File: src/rtl/dma_command_stager_if.sv
// Command, write-data, buffer and DMA request signals of the DMA command stager.
// slave = stager side, master = host/DMA side.
interface dma_command_stager_if #(
  parameter int BUFFER_ADDR_WIDTH = 9
);
  logic                         cmd_valid;
  logic                         cmd_ready;
  logic                         cmd_read_n_write;
  logic [31:0]                  cmd_address;
  logic [8:0]                   cmd_length;
  logic [3:0]                   cmd_byte_enable;
  logic                         wdata_valid;
  logic                         wdata_ready;
  logic [31:0]                  wdata;
  logic [BUFFER_ADDR_WIDTH-1:0] buffer_address;
  logic                         buffer_write_enable;
  logic [31:0]                  buffer_data;
  logic                         ipcore_dataReady;
  logic                         ipcore_readReady;
  logic [31:0]                  ipcore_address;
  logic [3:0]                   ipcore_byteEnable;
  logic [8:0]                   ipcore_burst_length;
  logic                         dma_busy;
  logic                         cmd_error;

  modport slave (
    input  cmd_valid, cmd_read_n_write, cmd_address, cmd_length, cmd_byte_enable,
    input  wdata_valid, wdata, dma_busy,
    output cmd_ready, wdata_ready, buffer_address, buffer_write_enable, buffer_data,
    output ipcore_dataReady, ipcore_readReady, ipcore_address, ipcore_byteEnable,
    output ipcore_burst_length, cmd_error
  );

  modport master (
    output cmd_valid, cmd_read_n_write, cmd_address, cmd_length, cmd_byte_enable,
    output wdata_valid, wdata, dma_busy,
    input  cmd_ready, wdata_ready, buffer_address, buffer_write_enable, buffer_data,
    input  ipcore_dataReady, ipcore_readReady, ipcore_address, ipcore_byteEnable,
    input  ipcore_burst_length, cmd_error
  );
endinterface

File: src/rtl/dma_command_stager.sv
// Stages host write words into the DMA buffer and issues one read/write request at a time.
// Optional FILL stall timeout: define STAGER_TIMEOUT_EN.
//
// state     | meaning
// IDLE      | ready for a command while DMA not busy
// FILL      | taking write words into buffer
// ISSUE     | one-cycle dataReady/readReady pulse
// WAIT_BUSY | waiting up to 8 cycles for DMA to go busy
// WAIT_DONE | waiting for DMA to drop busy
module dma_command_stager #(
  parameter int BUFFER_ADDR_WIDTH = 9,
  parameter int MAX_BURST         = 256,
  parameter int TIMEOUT_CYCLES    = 1024
) (
  input logic                 clock,
  input logic                 reset,
  dma_command_stager_if.slave bus
);
  localparam int AW = BUFFER_ADDR_WIDTH;

  if (MAX_BURST > (1 << AW) || MAX_BURST < 1 || TIMEOUT_CYCLES < 1) begin : g_param_check
    $error("dma_command_stager: MAX_BURST must fit the buffer and TIMEOUT_CYCLES must be >= 1");
  end

  typedef enum logic [2:0] {IDLE, FILL, ISSUE, WAIT_BUSY, WAIT_DONE} state_t;

  state_t        state_q, state_d;
  logic [31:0]   addr_q, addr_d;
  logic [8:0]    len_q, len_d;
  logic [3:0]    be_q, be_d;
  logic          rd_q, rd_d;
  logic [AW-1:0] cnt_q, cnt_d;
  logic [2:0]    wait_q, wait_d;
  logic          err_q, err_d;

`ifdef STAGER_TIMEOUT_EN
  localparam int TO_W = $clog2(TIMEOUT_CYCLES + 1);
  localparam logic [TO_W-1:0] TO_LOAD = TO_W'(TIMEOUT_CYCLES - 1);
  logic [TO_W-1:0] to_q, to_d;
`endif

  logic cmd_ready_c, wdata_ready_c, we_c, issue_c;
  logic bad_len, last_word;

  assign bad_len   = (bus.cmd_length == 9'd0) || ({1'b0, bus.cmd_length} > 10'(MAX_BURST));
  assign last_word = (10'(cnt_q) == (10'(len_q) - 10'd1));

  always_comb begin
    state_d       = state_q;
    addr_d        = addr_q;
    len_d         = len_q;
    be_d          = be_q;
    rd_d          = rd_q;
    cnt_d         = cnt_q;
    wait_d        = wait_q;
    err_d         = err_q;
`ifdef STAGER_TIMEOUT_EN
    to_d          = to_q;
`endif
    cmd_ready_c   = 1'b0;
    wdata_ready_c = 1'b0;
    we_c          = 1'b0;
    issue_c       = 1'b0;
    case (state_q)
      IDLE: begin
        cmd_ready_c = !bus.dma_busy;
        if (bus.cmd_valid && cmd_ready_c) begin
          addr_d = bus.cmd_address;
          len_d  = bus.cmd_length;
          be_d   = bus.cmd_byte_enable;
          rd_d   = bus.cmd_read_n_write;
          cnt_d  = '0;
          err_d  = bad_len;
`ifdef STAGER_TIMEOUT_EN
          to_d   = TO_LOAD;
`endif
          if (!bad_len) state_d = bus.cmd_read_n_write ? ISSUE : FILL;
        end
      end
      FILL: begin
        wdata_ready_c = 1'b1;
        if (bus.wdata_valid) begin
          we_c  = 1'b1;
          cnt_d = cnt_q + 1'b1;
`ifdef STAGER_TIMEOUT_EN
          to_d  = TO_LOAD;
`endif
          if (last_word) state_d = ISSUE;
        end
`ifdef STAGER_TIMEOUT_EN
        else if (to_q == '0) begin
          // Stalled too long: drop the burst without telling the DMA.
          err_d   = 1'b1;
          state_d = IDLE;
        end else begin
          to_d = to_q - 1'b1;
        end
`endif
      end
      ISSUE: begin
        issue_c = 1'b1;
        wait_d  = 3'd7;
        state_d = WAIT_BUSY;
      end
      WAIT_BUSY: begin
        if (bus.dma_busy)        state_d = WAIT_DONE;
        else if (wait_q == 3'd0) state_d = IDLE;
        else                     wait_d  = wait_q - 3'd1;
      end
      WAIT_DONE: begin
        if (!bus.dma_busy) state_d = IDLE;
      end
      default: state_d = IDLE;
    endcase
    // Keep every strobe quiet while reset is held, whatever state we were in.
    if (reset) begin
      cmd_ready_c   = 1'b0;
      wdata_ready_c = 1'b0;
      we_c          = 1'b0;
      issue_c       = 1'b0;
    end
  end

  always_ff @(posedge clock) begin
    if (reset) begin
      state_q <= IDLE;
      addr_q  <= '0;
      len_q   <= '0;
      be_q    <= '0;
      rd_q    <= 1'b0;
      cnt_q   <= '0;
      wait_q  <= '0;
      err_q   <= 1'b0;
`ifdef STAGER_TIMEOUT_EN
      to_q    <= '0;
`endif
    end else begin
      state_q <= state_d;
      addr_q  <= addr_d;
      len_q   <= len_d;
      be_q    <= be_d;
      rd_q    <= rd_d;
      cnt_q   <= cnt_d;
      wait_q  <= wait_d;
      err_q   <= err_d;
`ifdef STAGER_TIMEOUT_EN
      to_q    <= to_d;
`endif
    end
  end

  assign bus.cmd_ready           = cmd_ready_c;
  assign bus.wdata_ready         = wdata_ready_c;
  assign bus.buffer_write_enable = we_c;
  assign bus.buffer_address      = we_c ? cnt_q : '0;
  assign bus.buffer_data         = we_c ? bus.wdata : '0;
  assign bus.ipcore_dataReady    = issue_c && !rd_q;
  assign bus.ipcore_readReady    = issue_c && rd_q;
  assign bus.ipcore_address      = issue_c ? addr_q : '0;
  assign bus.ipcore_byteEnable   = issue_c ? be_q : '0;
  assign bus.ipcore_burst_length = issue_c ? len_q : '0;
  assign bus.cmd_error           = err_q;
endmodule
File: src/flat_wrapper.sv
// flat-port wrapper written by rule: the top's interface ports become plain ports
module dma_command_stager_flat 
#(
  parameter int BUFFER_ADDR_WIDTH = 9,
  parameter int MAX_BURST         = 256,
  parameter int TIMEOUT_CYCLES    = 1024
)
  (clock, reset, bus_cmd_valid, bus_cmd_read_n_write, bus_cmd_address, bus_cmd_length, bus_cmd_byte_enable, bus_wdata_valid, bus_wdata, bus_dma_busy, bus_cmd_ready, bus_wdata_ready, bus_buffer_address, bus_buffer_write_enable, bus_buffer_data, bus_ipcore_dataReady, bus_ipcore_readReady, bus_ipcore_address, bus_ipcore_byteEnable, bus_ipcore_burst_length, bus_cmd_error);
  dma_command_stager_if #(.BUFFER_ADDR_WIDTH(BUFFER_ADDR_WIDTH)) bus_i ();
  input logic clock;
  input logic reset;
  input wire logic [$bits(bus_i.cmd_valid)-1:0] bus_cmd_valid;
  input wire logic [$bits(bus_i.cmd_read_n_write)-1:0] bus_cmd_read_n_write;
  input wire logic [$bits(bus_i.cmd_address)-1:0] bus_cmd_address;
  input wire logic [$bits(bus_i.cmd_length)-1:0] bus_cmd_length;
  input wire logic [$bits(bus_i.cmd_byte_enable)-1:0] bus_cmd_byte_enable;
  input wire logic [$bits(bus_i.wdata_valid)-1:0] bus_wdata_valid;
  input wire logic [$bits(bus_i.wdata)-1:0] bus_wdata;
  input wire logic [$bits(bus_i.dma_busy)-1:0] bus_dma_busy;
  output wire logic [$bits(bus_i.cmd_ready)-1:0] bus_cmd_ready;
  output wire logic [$bits(bus_i.wdata_ready)-1:0] bus_wdata_ready;
  output wire logic [$bits(bus_i.buffer_address)-1:0] bus_buffer_address;
  output wire logic [$bits(bus_i.buffer_write_enable)-1:0] bus_buffer_write_enable;
  output wire logic [$bits(bus_i.buffer_data)-1:0] bus_buffer_data;
  output wire logic [$bits(bus_i.ipcore_dataReady)-1:0] bus_ipcore_dataReady;
  output wire logic [$bits(bus_i.ipcore_readReady)-1:0] bus_ipcore_readReady;
  output wire logic [$bits(bus_i.ipcore_address)-1:0] bus_ipcore_address;
  output wire logic [$bits(bus_i.ipcore_byteEnable)-1:0] bus_ipcore_byteEnable;
  output wire logic [$bits(bus_i.ipcore_burst_length)-1:0] bus_ipcore_burst_length;
  output wire logic [$bits(bus_i.cmd_error)-1:0] bus_cmd_error;
  assign bus_i.cmd_valid = bus_cmd_valid;
  assign bus_i.cmd_read_n_write = bus_cmd_read_n_write;
  assign bus_i.cmd_address = bus_cmd_address;
  assign bus_i.cmd_length = bus_cmd_length;
  assign bus_i.cmd_byte_enable = bus_cmd_byte_enable;
  assign bus_i.wdata_valid = bus_wdata_valid;
  assign bus_i.wdata = bus_wdata;
  assign bus_i.dma_busy = bus_dma_busy;
  assign bus_cmd_ready = bus_i.cmd_ready;
  assign bus_wdata_ready = bus_i.wdata_ready;
  assign bus_buffer_address = bus_i.buffer_address;
  assign bus_buffer_write_enable = bus_i.buffer_write_enable;
  assign bus_buffer_data = bus_i.buffer_data;
  assign bus_ipcore_dataReady = bus_i.ipcore_dataReady;
  assign bus_ipcore_readReady = bus_i.ipcore_readReady;
  assign bus_ipcore_address = bus_i.ipcore_address;
  assign bus_ipcore_byteEnable = bus_i.ipcore_byteEnable;
  assign bus_ipcore_burst_length = bus_i.ipcore_burst_length;
  assign bus_cmd_error = bus_i.cmd_error;
  dma_command_stager #(.BUFFER_ADDR_WIDTH(BUFFER_ADDR_WIDTH), .MAX_BURST(MAX_BURST), .TIMEOUT_CYCLES(TIMEOUT_CYCLES)) u_core (.clock(clock), .reset(reset), .bus(bus_i));
endmodule
File: config.mk
export PLATFORM = sky130hd
export DESIGN_NAME = dma_command_stager_flat
export DESIGN_NICKNAME = d
export VERILOG_FILES = /design/src/rtl/dma_command_stager_if.sv /design/src/rtl/dma_command_stager.sv /design/src/flat_wrapper.sv
export SDC_FILE = /design/constraint.sdc
export NUM_CORES = 1
export LEC_CHECK = 0
export BUFFER_PORTS_ARGS = -buffer_cell sky130_fd_sc_hd__buf_2
export CORE_ASPECT_RATIO = 1.75
export CORE_MARGIN = 1.5
export CORE_UTILIZATION = 46
export DETAILED_ROUTE_END_ITERATION = 8
export PLACE_DENSITY = 0.86
export SKIP_CTS_REPAIR_TIMING = 1
export SYNTH_ARGS = -nofsm -noshare
export SYNTH_HDL_FRONTEND = slang
export SYNTH_SLANG_ARGS = --single-unit
File: constraint.sdc
create_clock -name clock -period 2.4 [get_ports clock]
set_clock_uncertainty 0.05 [all_clocks]
set_input_delay 0.48 -clock clock [delete_from_list [all_inputs] [get_ports clock]]
set_output_delay 0.48 -clock clock [all_outputs]
set_load 0.005 [all_outputs]
==> results.json <==
{
  "status": "complete, no violations",
  "antenna_found_initial": 0,
  "finalMaxSlewViolations": 0,
  "first_pass_iters": 4,
  "path_class": "reg2out",
  "synth_warnings": 0,
  "post-route-period-util_pct": 98.9,
  "synthFlopType": "dfxtp_1",
  "power-per-cell-area_nw_per_um2": 736,
  "dp_cells": 693,
  "synth_edf_count": 0,
  "fmax_ghz": 0.421,
  "vias": 3722,
  "max-cap-violations": 0,
  "crit_chain": "or3b_4 -> nor3_4 -> buf_6 -> buf_4 -> and2_1 -> buf_2",
  "critPathCaptureType": "primary output",
  "rsz0062_at_grt": "true",
  "arrival_ns": 1.84,
  "hp-class": "in2reg",
  "max_slew_margin_pct": 56.5,
  "postRouteAntennaNets": 0,
  "design_area_um2": 4810,
  "critPathMaxFanout": 6,
  "async_flop_share_pct": 0,
  "ctsHtreeMaxLevel": 3,
  "crit_slowest_cell": "or3b_4",
  "synth_fp_nets": 540,
  "die_w_um": 68.3,
  "vias_per_cell": 5.18,
  "netlist_area_um2": 3430,
  "antenna_cells": 0,
  "power_mw": 3.54,
  "syn_avg_cell_area_um2": 7.58,
  "vdd_ir_drop_max_uv": 581,
  "grt_max_degree": 42,
  "place_hpwl_mm": 7.22,
  "coreArea_um2": 7230,
  "drtIter0Drc": 165,
  "grt_usage_pct": 24.6,
  "setup_tns_ns": 0,
  "ys_types": 45,
  "grt_pass1_vias": 3289,
  "die_area_um2": 8010,
  "clockBufferDepth": 2,
  "wire_per_inst_um": 14.2,
  "numCtsBuffers": 9,
  "setup_viol": 0,
  "placed_cell_area_um2": 4340,
  "cts_num_sinks": 62,
  "whs_ns": 0.335,
  "dieHeight_um": 117,
  "num_rows": 41,
  "overflow": 0,
  "layout-drive-gt1-share_pct": 38.2,
  "cts_tree": "yes",
  "start_util_pct": 47.4,
  "leakage_nw": 2.34,
  "drt-total-wl_mm": 10.2,
  "place.gp.congestion": 0.866,
  "yosysSeqAreaShare_pct": 36.2,
  "portBuffers": 174,
  "nNetsFinal": 715,
  "finalHoldViolCount": 0,
  "ys_seq_elements": 62,
  "root_buffer": "clkbuf_16",
  "area_growth_pct": 40.2,
  "fin_cells": 719,
  "drc": 0,
  "pre_cts_slack_ns": 0.232,
  "setup_ws_ns": 0.0266,
  "grt_pass1_wl_mm": 15.0,
  "fin_crit_ns": 2.37,
  "worst_slew_pin_slew_ns": 0.651,
  "clk_pin_slew_ns": 0.05,
  "ios": 175,
  "slowest_delay_ns": 0.42,
  "nFillCells": 597,
  "synthCells": 453,
  "final_util_pct": 66.5,
  "clkLatencyLatePin_ns": 0.33,
  "start_kind": "flip-flop",
  "required_ns": 1.87
}
[where the power goes]
part	internal, mW	switching [mW]	total [mW]
Combinational	0.444	0.555	0.999
Clock	0.857	0.458	1.31
Sequential	1.15	0.0823	1.23
Total	2.45	1.10	3.54
[worst paths after layout]
check                      startpoint                    end  slack [ns]  cells after the start
hold / removal    bus_cmd_address[18]      u_core.addr_q[18]        0.33                      3
setup reg to reg      u_core.len_q[0]      u_core.state_q[1]        0.26                      8
setup / recovery    u_core.state_q[2]  bus_buffer_address[4]        0.03                      6
hold reg to reg     u_core.addr_q[14]      u_core.addr_q[14]        0.40                      2
[cell usage after synthesis (2+ instances only)]
master	n	area [um^2]
xor2_1	10	87.6
buf_4	6	45.0
a21oi_1	51	255
o31ai_1	3	22.5
o21ai_0	7	35.0
clkbuf_1	16	60.1
nor3_2	5	50.1
a31oi_1	3	18.8
nand4_1	3	18.8
a211oi_1	4	30.0
dfxtp_1	62	1240
xnor2_1	7	61.3
buf_1	2	7.51
nor4_1	5	31.3
nor2_1	10	37.5
nor2_2	2	12.5
buf_2	8	40.0
nor3_1	14	70.1
nor3b_1	4	30.0
nand2_1	105	394
nand3_1	5	25.0
ha_1	4	50.1
mux2i_1	3	30.0
buf_6	2	22.5
and2_1	82	513
inv_1	11	41.3
[cell usage in the layout (no fill, tap or decap), types with 2 or more instances in the layout]
cell	instances
buf_4	18
nor3_1	14
buf_2	172
nor3_2	4
o31ai_1	3
nand3_1	5
and2_4	10
a21oi_1	51
inv_1	11
and2_1	72
xor2_1	10
clkinvlp_4	3
nor4_1	5
mux2i_1	3
dfxtp_4	2
a211oi_1	4
a31oi_1	3
nand2_1	105
buf_6	8
nand4_1	3
clkbuf_16	9
o21ai_0	7
xnor2_1	7
dfxtp_1	59
nor2_2	3
nor2_1	9
ha_1	4
nor3b_1	4
clkbuf_8	2
[sequential cells by signal, summed over array words and instances (netlist names)]
signal	cells
u_core.cnt_q	9
u_core.len_q	9
u_core.addr_q	32
u_core.state_q	3
u_core.bus.cmd_error	1
u_core.be_q	4
u_core.rd_q	1
u_core.wait_q	3
[critical path, delay by kind of cell (launching register included)]
| kind | cells | cell delay, ns |
|---|---|---|
| and+or+nand+nor | 3 | 0.74 |
| buffers and inverters | 3 | 0.41 |
| DFF | 1 | 0.35 |
[layout make-up]
class	count	area (um^2)	share of cell area, %
Multi-Input combinational cell	346	2020	41.9
Sequential cell	62	1250	26.0
Timing Repair Buffer	198	1090	22.6
Clock buffer	11	253	5.25
Tap cell	86	108	2.24
Clock inverter	5	57.6	1.20
Inverter	11	41.3	0.858
[routing by layer]
layer	up-vias	routed length (um)	GRT usage (%)
met1	1701	3610	26.3
met3	15	869	6.69
met2	168	5610	45.0
li1	1838	-	-
met5	-	0	0
met4	0	157	8.80
[logic make-up after synthesis]
family,count (synthesis),share of synthesized area [%]
and+or+nand+nor,246,37.7
AOI/OAI and AO/OA,76,13.2
DFF,62,36.2
buffers and inverters,45,6.31
xor gates and xnor gates,17,4.34
adders and majority gates,4,1.46
muxes,3,0.875
Note: power is estimated with default switching activity, not from simulation.
